### src/rtl/rv3n_jcond_sched.sv
// rv3n_jcond_sched
//
// Issue scheduler for the single conditional-branch/JALR resolution unit (func_jcond).
// Two in-order dispatch lanes (lane 0 older) enqueue into an age-ordered circular queue.
// At most one entry issues per cycle, oldest first. A redirect (sched_flush) discards every
// queued and inbound request, and the unit's busy signal holds the head in place.
//
// Optional feature: define JCOND_SCHED_BYPASS_EN so that lane 0 can issue straight from its
// inputs in the same cycle when the queue is empty.
//
// Parameters:
//   DEPTH  queue entries (power of two, >= 2)
//   XLEN   PC / operand width
//
// Ports:
//   clk, rst                           clock, synchronous active-high reset
//   in{0,1}_valid / in{0,1}_ready      lane handshakes
//   in{0,1}_para/_imm/_pc/_op0/_op1    lane payloads
//   sched_flush                        redirect, kills queued and inbound requests
//   func_jcond_ack_busy                unit cannot take an issue this cycle
//   func_jcond_req_valid               issue strobe
//   func_jcond_req_para/_imm/_pc/_operand0/_operand1   issued payload (0 when not issuing)
//   sched_count, sched_empty           occupancy
module rv3n_jcond_sched #(
    parameter int unsigned DEPTH = 4,
    parameter int unsigned XLEN  = 32
) (
    input  logic                     clk,
    input  logic                     rst,

    input  logic                     in0_valid,
    output logic                     in0_ready,
    input  logic [7:0]               in0_para,
    input  logic [12:0]              in0_imm,
    input  logic [XLEN-1:0]          in0_pc,
    input  logic [XLEN-1:0]          in0_op0,
    input  logic [XLEN-1:0]          in0_op1,

    input  logic                     in1_valid,
    output logic                     in1_ready,
    input  logic [7:0]               in1_para,
    input  logic [12:0]              in1_imm,
    input  logic [XLEN-1:0]          in1_pc,
    input  logic [XLEN-1:0]          in1_op0,
    input  logic [XLEN-1:0]          in1_op1,

    input  logic                     sched_flush,
    input  logic                     func_jcond_ack_busy,

    output logic                     func_jcond_req_valid,
    output logic [7:0]               func_jcond_req_para,
    output logic [12:0]              func_jcond_req_imm,
    output logic [XLEN-1:0]          func_jcond_req_pc,
    output logic [XLEN-1:0]          func_jcond_req_operand0,
    output logic [XLEN-1:0]          func_jcond_req_operand1,

    output logic [$clog2(DEPTH):0]   sched_count,
    output logic                     sched_empty
);

    localparam int unsigned PW = $clog2(DEPTH);
    localparam int unsigned CW = PW + 1;
    localparam logic [CW-1:0] LP_DEPTH    = CW'(DEPTH);
    localparam logic [CW-1:0] LP_DEPTH_M2 = CW'(DEPTH - 2);

    // Queue storage
    logic [7:0]      r_para [DEPTH];
    logic [12:0]     r_imm  [DEPTH];
    logic [XLEN-1:0] r_pc   [DEPTH];
    logic [XLEN-1:0] r_op0  [DEPTH];
    logic [XLEN-1:0] r_op1  [DEPTH];

    logic [PW-1:0]   r_rd_ptr;
    logic [PW-1:0]   r_wr_ptr;
    logic [CW-1:0]   r_count;

    logic            w_acc0;
    logic            w_acc1;
    logic            w_q_issue;
    logic            w_bypass;
    logic            w_wr0;
    logic [PW-1:0]   w_wr_ptr1;

    // Readiness uses only the registered count; a same-cycle dequeue is not credited.
    assign in0_ready = ~sched_flush & (r_count < LP_DEPTH);
    assign in1_ready = ~sched_flush &
                       (in0_valid ? (in0_ready & (r_count <= LP_DEPTH_M2))
                                  : (r_count < LP_DEPTH));

    assign w_acc0 = in0_valid & in0_ready;
    assign w_acc1 = in1_valid & in1_ready;

    assign w_q_issue = (r_count != '0) & ~func_jcond_ack_busy & ~sched_flush;

`ifdef JCOND_SCHED_BYPASS_EN
    // Empty queue: lane 0 goes straight to the unit and never occupies a slot.
    assign w_bypass = (r_count == '0) & ~func_jcond_ack_busy & ~sched_flush & in0_valid & ~rst;
`else
    assign w_bypass = 1'b0;
`endif

    // Lane 0 takes the tail slot unless bypassed; lane 1 lands right after whatever lane 0 used.
    assign w_wr0     = w_acc0 & ~w_bypass;
    assign w_wr_ptr1 = r_wr_ptr + PW'(w_wr0);

    always_ff @(posedge clk) begin
        if (rst) begin
            r_rd_ptr <= '0;
            r_wr_ptr <= '0;
            r_count  <= '0;
            for (int i = 0; i < DEPTH; i++) begin
                r_para[i] <= '0;
                r_imm[i]  <= '0;
                r_pc[i]   <= '0;
                r_op0[i]  <= '0;
                r_op1[i]  <= '0;
            end
        end else if (sched_flush) begin
            // Nothing is accepted during flush, so the write pointer stays put.
            r_count  <= '0;
            r_rd_ptr <= r_wr_ptr;
        end else begin
            if (w_wr0) begin
                r_para[r_wr_ptr] <= in0_para;
                r_imm[r_wr_ptr]  <= in0_imm;
                r_pc[r_wr_ptr]   <= in0_pc;
                r_op0[r_wr_ptr]  <= in0_op0;
                r_op1[r_wr_ptr]  <= in0_op1;
            end
            if (w_acc1) begin
                r_para[w_wr_ptr1] <= in1_para;
                r_imm[w_wr_ptr1]  <= in1_imm;
                r_pc[w_wr_ptr1]   <= in1_pc;
                r_op0[w_wr_ptr1]  <= in1_op0;
                r_op1[w_wr_ptr1]  <= in1_op1;
            end
            r_wr_ptr <= w_wr_ptr1 + PW'(w_acc1);
            r_rd_ptr <= r_rd_ptr + PW'(w_q_issue);
            r_count  <= r_count + CW'(w_wr0) + CW'(w_acc1) - CW'(w_q_issue);
        end
    end

    // Issue payload; zero whenever nothing is issued.
    always_comb begin
        func_jcond_req_valid    = 1'b0;
        func_jcond_req_para     = '0;
        func_jcond_req_imm      = '0;
        func_jcond_req_pc       = '0;
        func_jcond_req_operand0 = '0;
        func_jcond_req_operand1 = '0;
        if (w_q_issue) begin
            func_jcond_req_valid    = 1'b1;
            func_jcond_req_para     = r_para[r_rd_ptr];
            func_jcond_req_imm      = r_imm[r_rd_ptr];
            func_jcond_req_pc       = r_pc[r_rd_ptr];
            func_jcond_req_operand0 = r_op0[r_rd_ptr];
            func_jcond_req_operand1 = r_op1[r_rd_ptr];
        end else if (w_bypass) begin
            func_jcond_req_valid    = 1'b1;
            func_jcond_req_para     = in0_para;
            func_jcond_req_imm      = in0_imm;
            func_jcond_req_pc       = in0_pc;
            func_jcond_req_operand0 = in0_op0;
            func_jcond_req_operand1 = in0_op1;
        end
    end

    assign sched_count = r_count;
    assign sched_empty = (r_count == '0);

endmodule
### config.mk
export PLATFORM = sky130hd
export DESIGN_NAME = rv3n_jcond_sched
export DESIGN_NICKNAME = d
export VERILOG_FILES = /design/src/rtl/rv3n_jcond_sched.sv
export SDC_FILE = /design/constraint.sdc
export NUM_CORES = 1
export LEC_CHECK = 0
export BUFFER_PORTS_ARGS = -buffer_cell sky130_fd_sc_hd__buf_4
export CORE_UTILIZATION = 30
export CTS_CLUSTER_SIZE = 25
export DETAILED_ROUTE_END_ITERATION = 8
export PLACE_DENSITY_LB_ADDON = 0.05
export SYNTH_ARGS = -nofsm -noshare
export SYNTH_HDL_FRONTEND = slang
export SYNTH_SLANG_ARGS = --single-unit
### constraint.sdc
create_clock -name clk -period 6.8 [get_ports clk]
set_input_delay 2.04 -clock clk [delete_from_list [all_inputs] [get_ports clk]]
set_output_delay 2.04 -clock clk [all_outputs]
set_load 0.02 [all_outputs]
# Yosys cells after proc, flatten, opt, wreduce, memory -nomap -nowiden
# Memories as Yosys holds them, arrays and structs flattened. A register that Yosys moved wholly into a read port is not among the register bits.
# Cells that the tools add are included.
# W data, S select, Z words.
[op_classes] n_addsub=6 magnitude_cmp=2 mux=53 bitwise_logic=9 n_reduce_logical=13
[ops] operator="$mux W32" count=9
[ops] operator="$reduce_or A32 Y1" count=6
[ops] operator="$mux W13" count=3
[ops] operator="$mux W2" count=16
[ops] operator="$reduce_or A13 Y1" count=2
[ops] operator="$mux W8" count=3
[ops] operator="$mux W1" count=22
[ops] operator="$reduce_or A8 Y1" count=2
[ops] operator="$and A1 B1 Y1" count=7
[ops] operator="$add A2 B1 Y2" count=3
[ops] operator="$add A3 B1 Y3" count=2
[ops] operator="$le A3 B2 Y1 const B" count=1
[ops] operator="$logic_not A3 Y1" count=1
[ops] operator="$lt A3 B3 Y1 const B" count=1
[ops] operator="$reduce_bool A3 Y1" count=1
[ops] operator="$sub A3 B1 Y3" count=1
[ops] operator="$not A1 Y1" count=2
[ops] operator="$reduce_or A2 Y1" count=1
[totals] register_bits=7 ram_bits=468 in_bits=240 output_inout_bits=124 word_cells=91 n_memories=5
[memory_table] memory="r_op0" words=4 width=32 read_ports=1 rd_ports_with_merged_regs=1 write_ports=4 line_no="70" rtl="logic [XLEN-1:0] r_op0 [DEPTH];"
[memory_table] memory="r_op1" words=4 width=32 read_ports=1 rd_ports_with_merged_regs=1 write_ports=4 line_no="71" rtl="logic [XLEN-1:0] r_op1 [DEPTH];"
[memory_table] memory="r_pc" words=4 width=32 read_ports=1 rd_ports_with_merged_regs=1 write_ports=4 line_no="69" rtl="logic [XLEN-1:0] r_pc [DEPTH];"
[memory_table] memory="r_imm" words=4 width=13 read_ports=1 rd_ports_with_merged_regs=1 write_ports=4 line_no="68" rtl="logic [12:0] r_imm [DEPTH];"
[memory_table] memory="r_para" words=4 width=8 read_ports=1 rd_ports_with_merged_regs=1 write_ports=4 line_no="67" rtl="logic [7:0] r_para [DEPTH];"

# Logic depth before layout (Yosys ltp)
[depth] depth_word=12 mapped_depth=10 depth_no_buf=10

# Least setup slack after synthesis
# OpenSTA, ideal clock, no wires.
[synth_path] path_type="input -> register" from="input sched_flush" to="memory r_imm[0][0], enable pin" setup_ps=480 t_arrival_ps=6215 required_time_ps=6320 slack_ps=105 stages=9 cell_sequence="nor2_2 and2_1 ha_1 nor3b_1 o2111ai_1 buf_2 buf_6 buf_4 nand2_1"
[synth_lines] item="start: declaration" line_no="47" rtl="input logic sched_flush,"
[synth_lines] item="end: declaration" line_no="68"

# Final worst setup path
[layout_path] from="input sched_flush" to="output func_jcond_req_operand1[5]"
[layout_via] elab_chain_len=3
[layout_rtl] item="$not A1 Y1" line_no="93" rtl="assign w_q_issue = (r_count != '0) & ~func_jcond_ack_busy & ~sched_flush;"
[layout_rtl] item="$and A1 B1 Y1" line_no="93"
[layout_rtl] item="$mux W32" line_no="151" rtl="if (w_q_issue) begin"
[layout_rtl] item="end: declaration" line_no="55" rtl="output logic [XLEN-1:0] func_jcond_req_operand1,"
# No other way between the ends.

==> metrics.md <==
| Metric | Value |
|---|---|
| Status | complete, no violations |
| First-pass GRT wire length | about 130000 um |
| RD Place Congestion | roughly 0.76 |
| Simple-gate share of the synthesized area | about an eighth |
| Post-cts sizing count | 0 |
| Post-DP Area | 0.03017 mm^2 |
| Post-Syn Nets | around 2300 |
| Yosys top cell by area | edfxtp_1 |
| Synth Area in Compound Gates | less than 1% |
| Setup Fix Bufs, Post-CTS | 0 |
| Most common cell in the synthesized netlist | mux2i_1 |
| I/O pins | 364 |
| Fmax | roughly 190 MHz |
| Cts bufs inserted | around 60 |
| Comb power frac | around an eighth |
| Worst EP arrival | between 3 and 4 ns |
| Ys async rst share | 0% |
| Site row count | around 110 |
| Die width | about 300 um |
| Setup CP Type | in -> out |
| Least-Margin Pin Slew | ~1.2 ns |
| DRT iter0 DRCs | 913 |
| Setup TNS Final | 0 ns |
| Initial Util | between 30% and 40% |
| Grt ovf | 0 |
| Sw power | a little under 2 mW |
| Worst hold path type | reg -> reg |
| Detailed placement HPWL | around 51000 um |
| Nets | about 2500 |
| Clock share of power | about 40% |
| Pwr dens | between 200 and 250 mW/mm^2 |
| Final antenna-violating net count | 0 |
| Max VDD drop | between 0.15 and 0.2 mV |
| Top_reg_cell synth | edfxtp_1 |
| Synth top cells by count | mux2i_1 (469), edfxtp_1 (468), nand3_1 (351) |
| Die area | between 0.08 and 0.09 mm^2 |
| CP Max Fanout | 120 |
| Vias in the first global route | roughly 19000 |
| Yosys reg bits | between 400 and 500 |
| Total GRT Usage | roughly a fifth |
| Unique cell type count in the Yosys netlist | 32 |
| Main combinational cell family by area after synthesis | multiplexers |
| Clk Latency, worst-skew pair | slightly above 0.6 ns |
| Port Buffers | 363 |
| Internal power | between 5 and 6 mW |
| CP endpoint kind | output pin |
| Synth Area in XOR/XNOR | less than 1% |
| Total routed wirelength | between 80000 and 90000 um |
| Largest net degree at the start of global routing | 245 |
| Number of enable flip-flop cells after synthesis | roughly 470 |
| Top-area cell type share of the netlist area | between 50% and 60% |
| Post-CTS Hold Buffers | 0 |
| H-tree levels | 2 |
| Synthesis Warnings | 0 |
| Vias | 17640 |
| Final hold slack | 0.6627 ns |
| Max clock buf depth | 3 |
| Max-slew headroom | roughly 22% |
| Seq/Total Area, Yosys | between 50 and 60% |
| Post-Synthesis Cells | ~2000 |
| CTS tree | done |
| # clock sinks | 475 |
| Net Sw Frac | 25.84% |
| TritonRoute pass-1 iters | 7 |
| Post-Syn Area | approximately 0.026 mm^2 |
| Vias per std cell | 5.044 |
| Slew Limit Fails | 0 |
| Setup-failing EPs final | 0 |
| WP data required | between 4 and 5 ns |
| Layout Skew | around 0.029 ns |
| MaxCap Viol Count | 0 |
| Initial antenna violation count | 13 |
| Count of final hold-check violations | 0 |
| Ratio of cells with drive above 1 in the final layout | 26.49% |
| Placed insts | around 3400 |
| P&R area growth vs syn | 21.63% |
| Post-route minimum period | 5.346 ns |
| Startpoint Class | primary input |
| Fin area | roughly 0.032 mm^2 |
| Pleak | approximately 15 nW |
| Avg Inst Size Synth | 13.11 um^2 |
| Adder-cell share of the synthesized area | less than 1% |
| Root Driver | clkbuf_16 |
| RSZ-0062 raised after global routing | false |
| Final period utilization | between 70 and 80% |
| Finished Layout Cells | ~3500 |
| Sequential Power Share | 46.8% |
| Die height | around 300 um |
| DRC Markers | 0 |
| Top area cells in the synthesized netlist | edfxtp_1 (54%), mux2i_1 (18%), mux4_2 (10%) |
| Core Box Area | around 0.087 mm^2 |
| Clock-pin slew of the registers on the worst-case setup and hold paths | about 0.050 ns |
| Routed WL per cell | around 25 um |
| Mux cell area share after synthesis | between 20% and 30% |
==> sequential cells by signal, summed over array words and instances (netlist names) <==
register     count
r_para          32
r_op1          128
r_wr_ptr         2
r_op0          128
r_imm           52
sched_count      3
r_rd_ptr         2
r_pc           128
==> cells by family after synthesis <==
kind of cell / count (synthesis)
AOI/OAI and AO/OA: 13
DFF: 475
buffers and inverters: 306
adders and majority gates: 7
muxes: 586
xor gates and xnor gates: 5
and+or+nand+nor: 611
==> power by group through the flow <==
stage	registers, mW	clock network (mW)	logic (mW)
finish	3.50	2.98	0.998
CTS	3.51	3.06	1.02
global route	3.52	3.17	1.07
floorplan	3.55	0	0.554
global placement	3.56	0	1.02
detailed placement	3.57	0	1.02
==> per-layer routing <==
| metal | global-route usage (%) | wire length, um | share of wire [%] |
|---|---|---|---|
| met3 | 3.209 | 3722 | 4.2 |
| met5 | 0 | 97 | 0.11 |
| met4 | 5.214 | 1909 | 2.2 |
| met2 | 34.93 | 45110 | 51 |
| met1 | 24.20 | 37150 | 42 |
==> layout make-up <==
type                       count  area (um^2)
sequential                   475        14200
tap                         1155         1445
clock buffer                  75         1536
timing repair buffer         413         3276
fill                        8504        54800
multi-input combinational   1222        10780
inverter                     123        461.7
antenna                        5        12.51
clock inverter                29        232.7
==> metrics by stage <==
stage	total power, mW	setup WS (ns)	utilization [%]
after floorplan	4.100	0.1046	-
after global placement	4.581	1.078	34.77
after detailed placement	4.588	0.9944	34.77
after CTS	7.593	1.433	36.81
after global routing	7.760	1.352	36.83
final	7.485	1.454	36.83
==> cell usage in the layout, fill, tap and decap left out, types with 4 or more instances in the layout <==
master	synthesis	layout
bufinv_16	0	4
dfxtp_1	7	5
mux2i_1	469	469
nand2_4	0	4
nand2_1	123	119
diode_2	0	5
nand3_1	351	351
clkinv_2	0	8
edfxtp_1	468	468
o2111ai_4	0	4
inv_1	123	123
clkinv_1	0	15
and2_1	119	119
clkbuf_16	0	59
ha_1	5	5
clkbuf_1	57	16
mux4_2	117	117
a21oi_1	6	6
buf_4	15	399
buf_12	0	14
==> path summary, 6_finish.rpt <==
check	from	endpoint	slack [ns]	cells after the start
max	sched_flush	func_jcond_req_operand1[5]	1.45	5
min	r_wr_ptr[0]$_SDFFE_PP0N_	r_rd_ptr[0]$_SDFF_PP0_	0.66	2
max reg2reg	sched_count[2]$_SDFF_PP0_	r_pc[0][4]$_DFFE_PP_	2.86	8
min reg2reg	r_wr_ptr[0]$_SDFFE_PP0N_	r_rd_ptr[0]$_SDFF_PP0_	0.66	2
==> worst max-delay path: stages <==
cell and delay (ns):
buf_4 0.18, nor3_4 0.23, buf_12 0.38, and2_1 0.23
buf_4 0.15
(Power assumes the default switching activity.)
